$ cat src/rtl/vend_ctrl_param.sv
// Parametrised vending controller: multi-entry cart, N coin denominations,
// inactivity timeout, and greedy one-coin-per-cycle change/refund dispensing.
module vend_ctrl_param #(
  parameter int unsigned MONEY_W     = 8,
  parameter int unsigned CART_DEPTH  = 4,
  parameter int unsigned NUM_COINS   = 5,
  parameter logic [NUM_COINS*MONEY_W-1:0] COIN_VALUES = {8'd50, 8'd20, 8'd10, 8'd5, 8'd1},
  parameter int unsigned TIMEOUT_CYC = 1000000
) (
  input  logic                              sys_clk,
  input  logic                              sys_rst_n,
  input  logic                              sys_Goods,
  input  logic                              sys_Confirm,
  input  logic                              sys_Change,
  input  logic                              sys_Cancel,
  input  logic [NUM_COINS-1:0]              coin_in,
  input  logic [2:0]                        type_SW_high,
  input  logic [2:0]                        type_SW_low,
  input  logic [1:0]                        num_SW,
  output logic [5:0]                        price_addr,
  input  logic [MONEY_W-1:0]                price_data,
  output logic [MONEY_W-1:0]                need_money,
  output logic [MONEY_W-1:0]                input_money,
  output logic [MONEY_W-1:0]                change_money,
  output logic [NUM_COINS-1:0]              coin_out,
  output logic                              coin_reject,
  output logic [$clog2(CART_DEPTH+1)-1:0]   cart_count,
  output logic                              cart_full,
  output logic                              vend_done,
  output logic [5:0]                        state_out
);

  localparam int unsigned CNT_W = $clog2(CART_DEPTH + 1);
  localparam int unsigned TMO_W = $clog2(TIMEOUT_CYC + 1);
  localparam int unsigned ACC_W = MONEY_W + 3;
  localparam logic [ACC_W-1:0] MONEY_MAX = {3'b000, {MONEY_W{1'b1}}};

  typedef enum logic [5:0] {
    IDLE   = 6'b000001,
    SELECT = 6'b000010,
    PAY    = 6'b000100,
    CHANGE = 6'b001000,
    REFUND = 6'b010000,
    DONE   = 6'b100000
  } state_t;

  state_t               state, state_nxt;
  logic [MONEY_W-1:0]   need_nxt, input_nxt, change_nxt;
  logic [CNT_W-1:0]     cart_nxt;
  logic [NUM_COINS-1:0] coin_out_nxt;
  logic                 reject_nxt, done_nxt;
  logic [TMO_W-1:0]     tmo_cnt, tmo_nxt;

  logic [ACC_W-1:0]     item_cost, need_sum, coin_sum, pay_sum;
  logic [MONEY_W-1:0]   need_add, paid, sel_val;
  logic [NUM_COINS-1:0] sel_onehot;
  logic                 add_ok, activity, tmo_hit;

  assign price_addr = {type_SW_high, type_SW_low};
  assign state_out  = state;

  assign item_cost = ACC_W'(price_data) * ACC_W'(num_SW);
  assign need_sum  = ACC_W'(need_money) + item_cost;
  assign need_add  = (need_sum > MONEY_MAX) ? '1 : need_sum[MONEY_W-1:0];
  assign add_ok    = (num_SW != 2'd0) && (cart_count != CNT_W'(CART_DEPTH));
  assign activity  = sys_Goods | sys_Confirm | sys_Change | sys_Cancel | (|coin_in);
  assign tmo_hit   = (tmo_cnt == TMO_W'(TIMEOUT_CYC - 1)) && !activity;

  always_comb begin
    coin_sum = '0;
    for (int unsigned i = 0; i < NUM_COINS; i++)
      if (coin_in[i]) coin_sum = coin_sum + ACC_W'(COIN_VALUES[i*MONEY_W +: MONEY_W]);
  end

  assign pay_sum = ACC_W'(input_money) + coin_sum;
  // An overflowing pulse is refused as a whole, so the total stays put.
  assign paid    = (pay_sum > MONEY_MAX) ? input_money : pay_sum[MONEY_W-1:0];

  // Values increase with index, so the last fitting coin is the largest.
  always_comb begin
    sel_val    = '0;
    sel_onehot = '0;
    for (int unsigned i = 0; i < NUM_COINS; i++)
      if (COIN_VALUES[i*MONEY_W +: MONEY_W] <= change_money) begin
        sel_val    = COIN_VALUES[i*MONEY_W +: MONEY_W];
        sel_onehot = NUM_COINS'(1) << i;
      end
  end

  always_comb begin
    state_nxt    = state;
    need_nxt     = need_money;
    input_nxt    = input_money;
    change_nxt   = change_money;
    cart_nxt     = cart_count;
    coin_out_nxt = '0;
    reject_nxt   = 1'b0;
    done_nxt     = 1'b0;
    tmo_nxt      = '0;
    case (state)
      IDLE: if (sys_Confirm) state_nxt = SELECT;
      SELECT: begin
        tmo_nxt = activity ? '0 : tmo_cnt + TMO_W'(1);
        if (sys_Cancel || tmo_hit) begin
          need_nxt  = '0;
          cart_nxt  = '0;
          state_nxt = IDLE;
        end else if (sys_Goods || sys_Confirm) begin
          if (add_ok) begin
            cart_nxt = cart_count + CNT_W'(1);
            need_nxt = need_add;
          end
          if (sys_Confirm && (need_nxt != '0)) state_nxt = PAY;
        end
      end
      PAY: begin
        tmo_nxt    = activity ? '0 : tmo_cnt + TMO_W'(1);
        reject_nxt = (|coin_in) && (pay_sum > MONEY_MAX);
        input_nxt  = paid;
        if (sys_Cancel) begin
          state_nxt  = REFUND;
          change_nxt = paid;
        end else if (sys_Change && (paid >= need_money)) begin
          state_nxt  = CHANGE;
          change_nxt = paid - need_money;
        end else if (tmo_hit) begin
          state_nxt  = REFUND;
          change_nxt = input_money;
        end
      end
      CHANGE, REFUND: begin
        reject_nxt = |coin_in;
        if (change_money != '0) begin
          coin_out_nxt = sel_onehot;
          change_nxt   = change_money - sel_val;
        end
        if (change_nxt == '0) begin
          state_nxt = (state == CHANGE) ? DONE : IDLE;
          done_nxt  = (state == CHANGE);
          input_nxt = '0;
          need_nxt  = '0;
          cart_nxt  = '0;
        end
      end
      DONE:    state_nxt = IDLE;
      default: state_nxt = IDLE;
    endcase
    if (state_nxt != state) tmo_nxt = '0;
  end

  always_ff @(posedge sys_clk or negedge sys_rst_n) begin
    if (!sys_rst_n) begin
      state        <= IDLE;
      need_money   <= '0;
      input_money  <= '0;
      change_money <= '0;
      cart_count   <= '0;
      cart_full    <= 1'b0;
      coin_out     <= '0;
      coin_reject  <= 1'b0;
      vend_done    <= 1'b0;
      tmo_cnt      <= '0;
    end else begin
      state        <= state_nxt;
      need_money   <= need_nxt;
      input_money  <= input_nxt;
      change_money <= change_nxt;
      cart_count   <= cart_nxt;
      cart_full    <= (cart_nxt == CNT_W'(CART_DEPTH));
      coin_out     <= coin_out_nxt;
      coin_reject  <= reject_nxt;
      vend_done    <= done_nxt;
      tmo_cnt      <= tmo_nxt;
    end
  end

endmodule

$ cat config.mk
export PLATFORM = sky130hd
export DESIGN_NAME = vend_ctrl_param
export DESIGN_NICKNAME = d
export VERILOG_FILES = /design/src/rtl/vend_ctrl_param.sv
export SDC_FILE = /design/constraint.sdc
export NUM_CORES = 1
export LEC_CHECK = 0
export ABC_CLOCK_PERIOD_IN_PS = 11770
export CAP_MARGIN = 20
export CORE_ASPECT_RATIO = 1.1
export CORE_UTILIZATION = 45
export DETAILED_ROUTE_END_ITERATION = 8
export HOLD_SLACK_MARGIN = 0.03
export PLACE_DENSITY = 0.68
export SLEW_MARGIN = 20
export SYNTH_ARGS = -nofsm -noshare
export SYNTH_HDL_FRONTEND = slang
export SYNTH_SLANG_ARGS = --single-unit
export TNS_END_PERCENT = 100
$ cat constraint.sdc
create_clock -name sys_clk -period 11.77 [get_ports sys_clk]
set_input_delay 1.7655 -clock sys_clk [delete_from_list [all_inputs] [get_ports sys_clk]]
set_output_delay 1.7655 -clock sys_clk [all_outputs]
set_load 0.1 [all_outputs]
======== Word level (Yosys, flattened, before mapping) ========
Index checks and enable logic that the tools add are counted.
word-level totals
  register bits after elaboration ......... 61
  input port bits ......................... 27
  output and inout port bits .............. 47
  word-level logic and storage cells ...... 120
cells by class
  add/subtract/negate cells ............... 10
  $mul .................................... 1
  magnitude comparators ................... 8
  equal/unequal tests ..................... 12
  mux-type cells .......................... 55
  bitwise logic cells ..................... 4
  reduce and logical (&&, ||, !) cells .... 20
operators by type and width
  operator                                                         number
  two-way mux 8 bit                                                18
  two-way mux 20 bit                                               3
  two-way mux 6 bit                                                9
  case mux 8 bit (2 select lines)                                  3
  two-way mux 11 bit                                               4
  two-way mux 5 bit                                                6
  case mux 6 bit (4 select lines)                                  1
  greater-than comparator 11 x 8 -> 1 bit (second input constant)  2
  adder 20 x 1 -> 20 bit (second input constant)                   1
  equality test 20 bit (second input constant)                     1
  nonzero test 8 bit                                               2
  subtractor 8 bit                                                 2
  two-way mux 3 bit                                                4
  adder 11 x 3 -> 11 bit (second input constant)                   1
  adder 11 x 4 -> 11 bit (second input constant)                   1
  adder 11 x 5 -> 11 bit (second input constant)                   1
  adder 11 x 6 -> 11 bit (second input constant)                   1
  adder 8 x 10 -> 11 bit                                           1
  adder 8 x 11 -> 11 bit                                           1
  multiplier 8 x 2 -> 10 bit                                       1
  greater-or-equal comparator 8 bit                                1
  <= comparator 1 x 8 -> 1 bit (first input constant)              1
  <= comparator 3 x 8 -> 1 bit (first input constant)              1
  <= comparator 4 x 8 -> 1 bit (first input constant)              1
  26 further kinds                                                 43

======== Logic depth before layout (Yosys ltp) ========
Gate-level depths: netlist of run 1.
  depth after elaboration ................. 19
  mapped depth ............................ 26
  gate-level depth less buffers ........... 25

======== Worst setup path after synthesis of run 1 ========
Ideal clock, no wire load.
  path kind ............................... in2reg
  from .................................... input port coin_in[0]
  to ...................................... register change_money[4]
  library setup time ...................... 0.082 ns
  arrival time ............................ 6.164 ns
  data required time ...................... 11.688 ns
  slack ................................... 5.523 ns
  cell stages on the path ................. 23
  buffers on the path ..................... 1
  cells stage by stage .................... inv_1 -> ha_1 -> mux2i_1 -> xnor2_1 -> ha_1 -> mux2_2 -> ha_1 -> nand2b_1 -> a21oi_1 -> or4_1 -> o2111ai_1 -> mux2i_1 -> ha_1 -> inv_1 -> fa_1 -> a21oi_1 -> o211ai_1 -> a21oi_1 -> nor2_1 -> buf_2 -> mux2i_1 -> or3_1 -> a31oi_1
between the ends
  longest elaborated chain between the ends .. 17
  elaborated cells between the ends (all ways) .. 24
  those cells by class .................... add/sub (6); order compare (2); eq/ne (1); mux (9); bitwise (1); reduce/logical (5)
ends and longest elaborated chain
  item                                     line  source
  start, declared                          16    input logic [NUM_COINS-1:0] coin_in,
  two-way mux 1 bit                        72    if (coin_in[i]) coin_sum = coin_sum + ACC_W'(COIN_VALUES[i*MONEY_W +: MONEY_W]);
  adder 11 x 3 -> 11 bit                   72
  two-way mux 11 bit                       72
  adder 11 x 4 -> 11 bit                   72
  two-way mux 11 bit                       72
  adder 11 x 5 -> 11 bit                   72
  two-way mux 11 bit                       72
  adder 11 x 6 -> 11 bit                   72
  two-way mux 11 bit                       72
  adder 8 x 11 -> 11 bit                   75    assign pay_sum = ACC_W'(input_money) + coin_sum;
  greater-than comparator 11 x 8 -> 1 bit  77    assign paid = (pay_sum > MONEY_MAX) ? input_money : pay_sum[MONEY_W-1:0];
  two-way mux 8 bit                        77
  greater-or-equal comparator 8 bit        123   end else if (sys_Change && (paid >= need_money)) begin
  logical AND 1 bit                        123
  two-way mux 8 bit                        123
  two-way mux 8 bit                        120   if (sys_Cancel) begin
  case mux 8 bit (2 select lines)          100   case (state)
  end signal, assigned                     167   change_money <= change_nxt;
  end, declared                            24    output logic [MONEY_W-1:0] change_money,
Parallel ways exist; a longest one is shown, timed or not.
A chain may end at the register's enable or synchronous reset.

======== Worst setup path in the final report of run 1 ========
  from .................................... input port coin_in[0]
  to ...................................... register change_money[7]
The elaborated chain is that of the path after synthesis.

==> out/metrics.yaml, run 1 <==
cts:
  cts_resized: 0
  htreeDepth: 3
  hold_buffers: 0
  clock_sinks: 61
  post_cts_buffers: 0
  cts_max_path_buffers: 2
  clkTransAtPathRegs_ns: 0.06
  worstSkewPairLatency_ns: 0.33
  cts_root_buffer: "clkbuf_16"
  cts_tree: "done"
  numCtsBuffers: 9
worst_hold_path:
  worstHoldEndpoint: "need_money[1]$_DFFE_PN0P_"
  min_path_type: "reg -> reg"
  hold_depth: 1
  worstHoldStart: "need_money[1]$_DFFE_PN0P_"
logic_synthesis:
  synth_seq_area_share: 0.296
  syn_nets: 674
  synth-main-ff-cell: "dfrtp_1"
  syn_area_mm2: 0.00516
  synth_edf_count: 0
  ys_ff_latch: 61
  synthCells: 595
  avgSynthCellArea_um2: 8.67
  ys_types: 76
  synth-async-reset-ratio: 1.00
  ys_warn_count: 0
detailed_routing:
  drc_errors: 0
  ant_nets: 0
  wirelength_mm: 12.5
  wire_per_inst_um: 15.7
  via_per_inst: 5.64
  first_iter_violations: 263
  dr.pass1.iters: 5
  vias: 4504
timing:
  period_share: 0.661
  setup_tns_ns: 0
  fmax_mhz: 129
  hold_violations: 0
  tightestPinTransition_ns: 1.05
  period_minus_slack_ns: 7.78
  rsz0062_at_grt: "no"
  final-max-slew-violation-count: 0
  skew_ns: 0.00990
  finalSetupViolCount: 0
  max_slew_margin: 0.302
worst_setup_path:
  rr_endpoint: "change_money[7]$_DFFE_PN0P_"
  cp_data_required_time_ns: 11.98
  path_class: "in -> reg"
  r2r-start: "input_money[0]$_DFFE_PN0P_"
  cp.arrival_ns: 7.99
  cp_max_fo: 14
  r2r_slack_ns: 6.42
  startpoint_type: "input port"
  cp-end-kind: "flip-flop"
  rr_worst_depth: 18
final_layout:
  syn_to_final_growth_pct: 18.9
  nets: 726
  stdcell_area_mm2: 0.00614
  num_antenna_cells: 0
  fill_cells: 990
  final_layout_size_suffix_gt1_frac: 0.0722
power:
  power_density_mw_per_mm2: 301
  leakage_nw: 2.71
  peakVddDrop_v: 0.000152
grt:
  grtUsageTotal: 0.222
  antenna_found_initial: 0
  grt_pass1_wl_mm: 21.2
  grt_pass1_vias: 4358
  grt_max_degree: 62
  overflow: 0
run:
  maxCapViolCount: 0
floorplan:
  die-area_mm2: 0.0119
  dieHeight_um: 114
  io_pins: 74
  rows: 40
  start_util: 0.467
  coreArea_mm2: 0.0111
  fp.dieW_um: 104
place:
  post_dp_cell_area_mm2: 0.00585
  port_buffers: 61
  gp_congestion: 0.905
  hpwlAfterDp_mm: 9.63
run_status:
  outcome: "completed"
[critical path: stages]
cell	delay, ns
clkdlybuf4s50_1	0.51
inv_1	0.08
ha_1	0.21
mux2i_1	0.21
xnor2_1	0.21
ha_1	0.29
mux2_2	0.27
ha_1	0.33
nand2b_1	0.11
a21oi_1	0.09
or4_1	0.40
o2111ai_1	0.49
mux2i_1	0.29
ha_1	0.27
inv_1	0.07
fa_1	0.20
a21oi_1	0.11
o211ai_1	0.23
a21oi_1	0.12
nor2_1	0.74
o21ai_1	0.24
nand2_1	0.31
o21ai_0	0.14
a211o_1	0.30
[per-stage QoR]
step	cells	utilization	worst slack, ns	hold slack, ns	power, mW
floorplan	595	-	5.52	0.458	1.33
CTS	798	0.555	4.06	0.504	1.85
global route	798	0.555	3.38	0.524	1.98
global placement	783	0.529	4.02	0.484	1.56
finish	798	0.555	3.99	0.501	1.85
detailed placement	783	0.529	3.76	0.491	1.58
[how the worst max path moves through the flow]
stage	start	endpoint	slack, ns
global placement	coin_in[1]	change_money[7]$_DFFE_PN0P_	4.02
floorplan	coin_in[0]	change_money[4]$_DFFE_PN0P_	5.52
global route	coin_in[0]	change_money[7]$_DFFE_PN0P_	3.38
CTS	coin_in[0]	change_money[7]$_DFFE_PN0P_	4.06
detailed placement	coin_in[0]	change_money[7]$_DFFE_PN0P_	3.76
finish	coin_in[0]	change_money[7]$_DFFE_PN0P_	3.99
[cells by family (layout without fill, tap and decap cells)]
group,Yosys count,count (layout),share of synthesized area
xor gates and xnor gates,40,40,0.0693
DFF,61,61,0.296
adders and majority gates,52,52,0.142
AOI/OAI and AO/OA,151,151,0.206
buffers and inverters,69,125,0.0575
muxes,10,10,0.0206
and+or+nand+nor,212,212,0.209
[per-layer routing]
layer	GRT usage	vias to the layer above	share of wire
met5	0	-	0
met4	0.0800	0	0.027
met3	0.0387	23	0.041
met1	0.282	2164	0.44
li1	-	2207	-
met2	0.380	110	0.49
[report_power, final]
part	switching [mW]	internal, mW
sequential	0.0766	0.252
clock	0.0914	0.168
combinational	0.824	0.434
[state kept, by name (all words and copies together) (netlist names)]
register,count
cart_count,3
cart_full,1
change_money,8
coin_out,5
coin_reject,1
input_money,8
need_money,8
state_out,6
tmo_cnt,20
vend_done,1
[cell usage after synthesis, types with 2 or more instances]
master / count / area (um2)
a211o_1: 2 / 17.5
a211oi_1: 10 / 75.1
a21boi_0: 2 / 15.0
a21o_1: 6 / 45.0
a21oi_1: 36 / 180
a221o_1: 2 / 20.0
a22o_1: 6 / 52.6
a31oi_1: 10 / 62.6
a31oi_4: 2 / 42.5
a32o_1: 2 / 20.0
and2_1: 3 / 18.8
and3_1: 13 / 81.3
buf_2: 3 / 15.0
buf_4: 7 / 52.6
clkbuf_1: 11 / 41.3
dfrtp_1: 60 / 1500
fa_1: 11 / 220
ha_1: 41 / 513
inv_1: 46 / 173
mux2i_1: 8 / 80.1
nand2_1: 47 / 176
nand2b_1: 12 / 75.1
nand3_1: 18 / 90.1
nand4_1: 5 / 31.3
nor2_1: 62 / 233
nor2b_1: 6 / 37.5
nor3_1: 18 / 90.1
nor4_2: 4 / 50.1
nor4b_1: 4 / 35.0
o211ai_1: 3 / 22.5
o21a_1: 9 / 67.6
o21ai_0: 28 / 140
o21ai_1: 5 / 25.0
o22ai_1: 2 / 12.5
o2bb2ai_1: 3 / 26.3
o31ai_1: 2 / 15.0
o32a_1: 2 / 20.0
or2_2: 4 / 25.0
or3_1: 6 / 37.5
xnor2_1: 15 / 131
xor2_1: 24 / 210
[layout make-up]
type | instances | area, um2 | area share
Multi-Input combinational cell | 465 | 3340 | 0.544
Inverter | 47 | 176 | 0.0287
Clock buffer | 11 | 243 | 0.0396
Sequential cell | 61 | 1530 | 0.249
Clock inverter | 4 | 48.8 | 0.00795
Timing Repair Buffer | 63 | 621 | 0.101
Tap cell | 147 | 184 | 0.0300
[layout by cell type (no fill, tap or decap), types with 4 or more instances in the layout]
master,Yosys,final
nor2_1,62,62
dfrtp_1,60,60
clkdlybuf4s50_1,0,60
nand2_1,47,47
inv_1,46,46
ha_1,41,41
a21oi_1,36,36
o21ai_0,28,28
xor2_1,24,24
nor3_1,18,18
nand3_1,18,18
xnor2_1,15,15
and3_1,13,13
nand2b_1,12,12
fa_1,11,11
a211oi_1,10,10
a31oi_1,10,10
o21a_1,9,9
clkbuf_16,0,9
mux2i_1,8,8
or3_1,6,6
a21o_1,6,6
nor2b_1,6,6
a22o_1,6,6
nand4_1,5,5
o21ai_1,5,5
nor4_2,4,4
or2_2,4,4
nor4b_1,4,4
No activity file was read; power rests on OpenSTA's default activity.
==> inputs of run 2 (changes only) <==
--- a/config.mk
+++ b/config.mk
@@ -5,7 +5,7 @@
 export SDC_FILE = /design/constraint.sdc
 export NUM_CORES = 1
 export LEC_CHECK = 0
-export ABC_CLOCK_PERIOD_IN_PS = 11770
+export ABC_CLOCK_PERIOD_IN_PS = 7700
 export CAP_MARGIN = 20
 export CORE_ASPECT_RATIO = 1.1
 export CORE_UTILIZATION = 45
==> constraint.sdc (replaced) <==
create_clock -name sys_clk -period 7.7 [get_ports sys_clk]
set_input_delay 1.155 -clock sys_clk [delete_from_list [all_inputs] [get_ports sys_clk]]
set_output_delay 1.155 -clock sys_clk [all_outputs]
set_load 0.1 [all_outputs]
==> out/metrics.yaml, run 2 (synthesis results as in run 1) <==
timing:
  final-max-slew-violation-count: 0  # unchanged
  fin_ws_ns: 0.890  # -3.10 ns
  finalSetupViolCount: 0  # unchanged
  rsz0062_at_grt: "no"
  hold_slack_ns: 0.507  # +0.00545 ns
  hold_violations: 0  # unchanged
  skew_ns: 0.00568  # -0.00422 ns
  setup_tns_ns: 0  # unchanged
  fmax_mhz: 147
  max_slew_margin: 0.346  # +0.0438
  tightestPinTransition_ns: 0.980  # -0.0657 ns
  period_minus_slack_ns: 6.81
  period_share: 0.884
detailed_routing:
  ant_nets: 0  # unchanged
  wirelength_mm: 12.6  # +0.40%
  drc_errors: 0  # unchanged
  vias: 4539  # +0.78%
  wire_per_inst_um: 15.8  # +0.27%
  first_iter_violations: 235  # -11%
  dr.pass1.iters: 5  # unchanged
  via_per_inst: 5.68  # +0.65%
final_layout:
  utilization: 0.558  # +0.00351
  largest_reg_flops: 20  # unchanged
  regMostFlops: "tmo_cnt"
  num_antenna_cells: 0  # unchanged
  final_layout_size_suffix_gt1_frac: 0.0736  # +0.00142
  layout_commonest_cell: "nor2_1"
  syn_to_final_growth_pct: 19.7
  final_cell_mix: "nor2_1, dfrtp_1, clkdlybuf4s50_1, nand2_1, inv_1"
  multi_input_area_mm2: 0.00334  # about the same
  fill_cells: 1013  # +2.3%
  nets: 726  # unchanged
  seq_area_mm2: 0.00153  # unchanged
floorplan:
  fp.dieW_um: 104  # unchanged
  coreArea_mm2: 0.0111  # unchanged
  dieHeight_um: 114  # unchanged
  io_pins: 74  # unchanged
  start_util: 0.467  # unchanged
  die-area_mm2: 0.0119  # unchanged
  rows: 40  # unchanged
cts:
  post_cts_buffers: 0  # unchanged
  cts_max_path_buffers: 2  # unchanged
  cts_tree: "done"
  numCtsBuffers: 9  # unchanged
  worstSkewPairLatency_ns: 0.33  # about the same
  clkTransAtPathRegs_ns: 0.06  # about the same
  clock_sinks: 61  # unchanged
  cts_root_buffer: "clkbuf_16"
  htreeDepth: 3  # unchanged
worst_setup_path:
  cp_data_required_time_ns: 7.91  # -4.07 ns
  path_cells: "clkdlybuf4s50_1 -> inv_1 -> ha_1 -> mux2i_1 -> xnor2_1 -> ha_1 -> mux2_2 -> ha_1 -> nand2b_1 -> a21oi_1 -> or4_1 -> o2111ai_1 -> mux2i_1 -> inv_1 -> ha_1 -> a21oi_1 -> o211ai_1 -> a21oi_1 -> nor2_2 -> o21ai_1 -> nand2_1 -> o21ai_0 -> a211o_1"
  cp.arrival_ns: 7.02  # -0.97 ns
  critPathSlowestCell: "clkdlybuf4s50_1"
  path_class: "in -> reg"
  cpPeakStageDelay_ns: 0.51  # -0.23 ns
  cp_max_fo: 14  # unchanged
  cp_common_cell: "ha_1"
  startpoint: "coin_in[0]"
  r2r-start: "input_money[0]$_DFFE_PN0P_"
  cp-end-kind: "flip-flop"
  startpoint_type: "input port"
grt:
  antenna_found_initial: 0  # unchanged
  grt_pass1_wl_mm: 21.3  # +0.78%
  grt_max_degree: 62  # unchanged
  grt_pass1_vias: 4540  # +4.2%
  grtUsageTotal: 0.222  # about the same
  overflow: 0  # unchanged
place:
  dpl_worst_slack_ns: 0.360  # -3.40 ns
  gp_congestion: 0.938  # +3.6%
  hpwlAfterDp_mm: 9.67  # +0.44%
  port_buffers: 61  # unchanged
power:
  power_density_mw_per_mm2: 469  # +56%
  leakage_nw: 2.72  # +0.39%
  peakVddDrop_v: 0.000229  # +51%
run:
  maxCapViolCount: 0  # unchanged
run_status:
  outcome: "completed"
worst_hold_path:
  min_path_type: "reg -> reg"
  worstHoldStart: "tmo_cnt[0]$_DFF_PN0_"
run 2: cell count changes in the layout (fill, tap and decap cells not counted), sizes merged:
cell | previous run | this run
bufinv | 1 | 2
clkbuf | 11 | 13
clkinvlp | 0 | 1
clkinv | 3 | 0
run 2: path summary, 6_finish.rpt:
| check | endpoint | slack, ns | depth (start not counted) |
|---|---|---|---|
| max | change_money[7]$_DFFE_PN0P_ | 0.89 | 23 |
| min | tmo_cnt[0]$_DFF_PN0_ | 0.51 | 1 |
| max reg2reg | change_money[7]$_DFFE_PN0P_ | 2.64 | 18 |
| min reg2reg | tmo_cnt[0]$_DFF_PN0_ | 0.51 | 1 |
| max in group asynchronous | change_money[0]$_DFFE_PN0P_ | 6.20 | 2 |
| min in group asynchronous | tmo_cnt[12]$_DFF_PN0_ | 0.98 | 2 |
run 2: metrics by stage:
stage | std cells | area (um2) | power (mW)
2_1_floorplan | 595 | 5160 | 2.03
3_3_place_gp | 783 | 5850 | 2.38
3_5_place_dp | 783 | 5850 | 2.43
4_1_cts | 799 | 6170 | 2.88
5_1_grt | 799 | 6180 | 3.10
6_report | 799 | 6180 | 2.90
run 2: repair_timing:
| action | CTS | global route |
|---|---|---|
| resized for setup | 0 | 1 |
| hold buffers | 0 | 0 |
| endpoints found under the setup margin | 0 | 1 |
run 2: layout make-up:
class	instances	area share
repair buffers	63	0.100
flip-flops and latches	61	0.247
well taps	147	0.0298
clock buffers	13	0.0421
inverters	47	0.0286
clock inverters	3	0.0109
multi-input cells	465	0.541
run 2: per-layer routing:
layer	wire length [um]	track usage
met5	0	0
met4	336	0.0943
met3	540	0.0359
met2	6140	0.388
met1	5580	0.272
run 2: power by group:
part           internal [mW]  total (mW)  switching (mW)
clock network          0.301       0.443           0.142
registers              0.385       0.501           0.117
logic                  0.664        1.95            1.29
run 2: worst max-delay path: cells and delay by family:
family          cells  cell delay [ns]
fa+ha+maj           4             1.16
compound gates      8             1.71
xor+xnor            1             0.20
buf+inv             3             0.66
simple gates        4             1.32
mux                 3             0.84
==> inputs of run 3 (changes only) <==
--- a/config.mk
+++ b/config.mk
@@ -5,13 +5,14 @@
 export SDC_FILE = /design/constraint.sdc
 export NUM_CORES = 1
 export LEC_CHECK = 0
+export ABC_AREA = 1
 export ABC_CLOCK_PERIOD_IN_PS = 7700
 export CAP_MARGIN = 20
 export CORE_ASPECT_RATIO = 1.1
 export CORE_UTILIZATION = 45
 export DETAILED_ROUTE_END_ITERATION = 8
 export HOLD_SLACK_MARGIN = 0.03
-export PLACE_DENSITY = 0.68
+export PLACE_DENSITY = 0.67
 export SLEW_MARGIN = 20
 export SYNTH_ARGS = -nofsm -noshare
 export SYNTH_HDL_FRONTEND = slang
==> out/metrics.yaml, run 3 <==
run:
  maxCapViolCount: 0  # unchanged
worst_setup_path:
  cpPeakStageDelay_ns: 0.51  # about the same
  startpoint_type: "input port"
  critPathSlowestCell: "clkdlybuf4s50_1"
  path_class: "in -> reg"
  cp.arrival_ns: 7.06  # +0.04 ns
  cp_common_cell: "nand2_1"
  cp_max_fo: 13  # -1
  crit_buf_inv: 7  # +4
  cp-end-kind: "flip-flop"
  cp_data_required_time_ns: 7.95  # +0.04 ns
  cp_top_family: "simple AND/OR/NAND/NOR gates"
  worst-path-stages: 35  # +52%
  rr_worst_depth: 26  # +8
logic_synthesis:
  synth.area.top_cells: "dfrtp_1, nand2_1, ha_1"
  synthSimpleGateAreaFrac: 0.286  # +0.0773
  synth_edf_count: 0  # unchanged
  synthCells: 770  # +29%
  synth_top_area_frac: 0.275  # -0.0163
  synth_compound_area_frac: 0.152  # -0.0536
  synthMuxAreaShare: 0.00183  # -0.0188
  synthXorXnorAreaFrac: 0.0272  # -0.0421
  syn_area_mm2: 0.00547  # +5.9%
  ys_ff_latch: 61  # unchanged
  yosysMostFrequentCell: "nand2_1"
  yosys.area.top_type: "dfrtp_1"
  synth-async-reset-ratio: 1.00  # unchanged
  syn_nets: 849  # +26%
  avgSynthCellArea_um2: 7.10  # -18%
  synth-main-ff-cell: "dfrtp_1"
  yosys-top-cells-count: "nand2_1, inv_1, nor2_1, dfrtp_1, nand3_1"
  ys_warn_count: 0  # unchanged
  synth_fa_ha_area_frac: 0.134  # -0.00796
  synth_top_family_by_area: "simple AND/OR/NAND/NOR gates"
  ys_types: 56  # -26%
  synth_seq_area_share: 0.279  # -0.0166
timing:
  finalSetupViolCount: 0  # unchanged
  tightestPinTransition_ns: 0.979  # -0.00150 ns
  hold_violations: 0  # unchanged
  skew_ns: 0.00712  # +0.00144 ns
  rsz0062_at_grt: "no"
  setup_tns_ns: 0  # unchanged
  final-max-slew-violation-count: 0  # unchanged
  max_slew_margin: 0.345  # -0.000385
  fmax_mhz: 147  # about the same
  period_minus_slack_ns: 6.81  # -0.000965 ns
  period_share: 0.884  # about the same
floorplan:
  rows: 41  # +2.5%
  coreArea_mm2: 0.0116  # +5.3%
  fp.dieW_um: 107  # +2.9%
  start_util: 0.470  # +0.00291
  io_pins: 74  # unchanged
  die-area_mm2: 0.0126  # +5.8%
  dieHeight_um: 118  # +2.9%
cts:
  cts_tree: "done"
  numCtsBuffers: 9  # unchanged
  clock_sinks: 61  # unchanged
  htreeDepth: 3  # unchanged
  post_cts_buffers: 0  # unchanged
  cts_resized: 0  # unchanged
  hold_buffers: 0  # unchanged
  clkTransAtPathRegs_ns: 0.06  # about the same
  worstSkewPairLatency_ns: 0.34  # about the same
  cts_max_path_buffers: 2  # unchanged
  cts_root_buffer: "clkbuf_16"
detailed_routing:
  vias: 5128  # +13%
  wirelength_mm: 13.6  # +8.3%
  dr.pass1.iters: 5  # unchanged
  ant_nets: 0  # unchanged
  via_per_inst: 5.23  # -7.9%
  wire_per_inst_um: 13.9  # -12%
  first_iter_violations: 255  # +8.5%
  drc_errors: 0  # unchanged
grt:
  grt_max_degree: 62  # unchanged
  grt_pass1_wl_mm: 22.9  # +7.2%
  grt_pass1_vias: 4857  # +7.0%
  antenna_found_initial: 0  # unchanged
  grtUsageTotal: 0.228  # +0.00587
  overflow: 0  # unchanged
final_layout:
  nets: 904  # +25%
  multi_input_area_mm2: 0.00329  # -1.5%
  regMostFlops: "tmo_cnt"
  num_antenna_cells: 0  # unchanged
  largest_reg_flops: 20  # unchanged
  final_cell_mix: "nand2_1, inv_1, nor2_1, dfrtp_1, clkdlybuf4s50_1"
  final_layout_size_suffix_gt1_frac: 0.0867  # +0.0131
  fill_cells: 1095  # +8.1%
  utilization: 0.552  # -0.00588
  layout_commonest_cell: "nand2_1"
  seq_area_mm2: 0.00153  # unchanged
  stdcell_area_mm2: 0.00643  # +4.2%
  syn_to_final_growth_pct: 17.7
place:
  gp_congestion: 0.876  # -6.7%
  port_buffers: 61  # unchanged
  hpwlAfterDp_mm: 10.7  # +11%
  post_dp_cell_area_mm2: 0.00616  # +5.3%
worst_hold_path:
  hold_depth: 2  # +1
  min_path_type: "reg -> reg"
run_status:
  outcome: "completed"
-- run 3: changes by cell type after synthesis, moves of 11 or more --
| cell | change |
|---|---|
| inv_1 | +80 |
| nand2_1 | +120 |
| and3_1 | -12 |
| nand4_1 | +14 |
| nor2_2 | +11 |
| xor2_1 | -12 |
| nand3_1 | +24 |
| inv_2 | +12 |
| nand2b_1 | -12 |
| nor3_1 | -15 |
-- run 3: logic make-up (layout without fill, tap and decap cells) --
family,Yosys count,count (layout)
mux,1,1
flops,61,61
compound gates,138,138
fa+ha+maj,52,52
xor+xnor,17,17
buf+inv,161,221
simple gates,340,340
-- run 3: through the flow --
step	worst slack [ns]	hold WS (ns)	std cells
floorplan	2.07	0.504	770
global placement	0.902	0.530	964
detailed placement	0.630	0.544	964
CTS	0.968	0.553	980
global route	0.208	0.578	980
finish	0.891	0.545	980
-- run 3: final cells by class --
class | count | area share
clock buffers | 9 | 0.0350
clock inverters | 7 | 0.00797
inverters | 142 | 0.0828
multi-input cells | 548 | 0.511
flip-flops and latches | 61 | 0.237
well taps | 150 | 0.0292
repair buffers | 63 | 0.0965
-- run 3: worst paths after layout --
kind | slack, ns | to | start
setup / recovery | 0.89 | tmo_cnt[19]$_DFF_PN0_ | coin_in[0]
hold / removal | 0.55 | tmo_cnt[15]$_DFF_PN0_ | tmo_cnt[15]$_DFF_PN0_
setup reg to reg | 2.76 | tmo_cnt[19]$_DFF_PN0_ | input_money[0]$_DFFE_PN0P_
hold reg to reg | 0.55 | tmo_cnt[15]$_DFF_PN0_ | tmo_cnt[15]$_DFF_PN0_
max in group asynchronous | 6.18 | need_money[1]$_DFFE_PN0P_ | sys_rst_n
min in group asynchronous | 1.00 | cart_count[0]$_DFF_PN0_ | sys_rst_n
-- run 3: per-layer routing --
layer / vias up / wire, um / global-route usage
li1: 2603 / - / -
met1: 2404 / 6390 / 0.305
met2: 112 / 6540 / 0.377
met3: 9 / 576 / 0.0399
met4: 0 / 134 / 0.0565
met5: - / 0 / 0
-- run 3: tightest hold or removal path, cell delays in order, from the launching register on --
cell,delay [ns]
dfrtp_1,0.36
inv_1,0.08
a21oi_1,0.07
Power of run 3 is left out: the tool's default activity adds up to more than one toggle a clock period on the data nets, which glitch-free logic cannot reach.
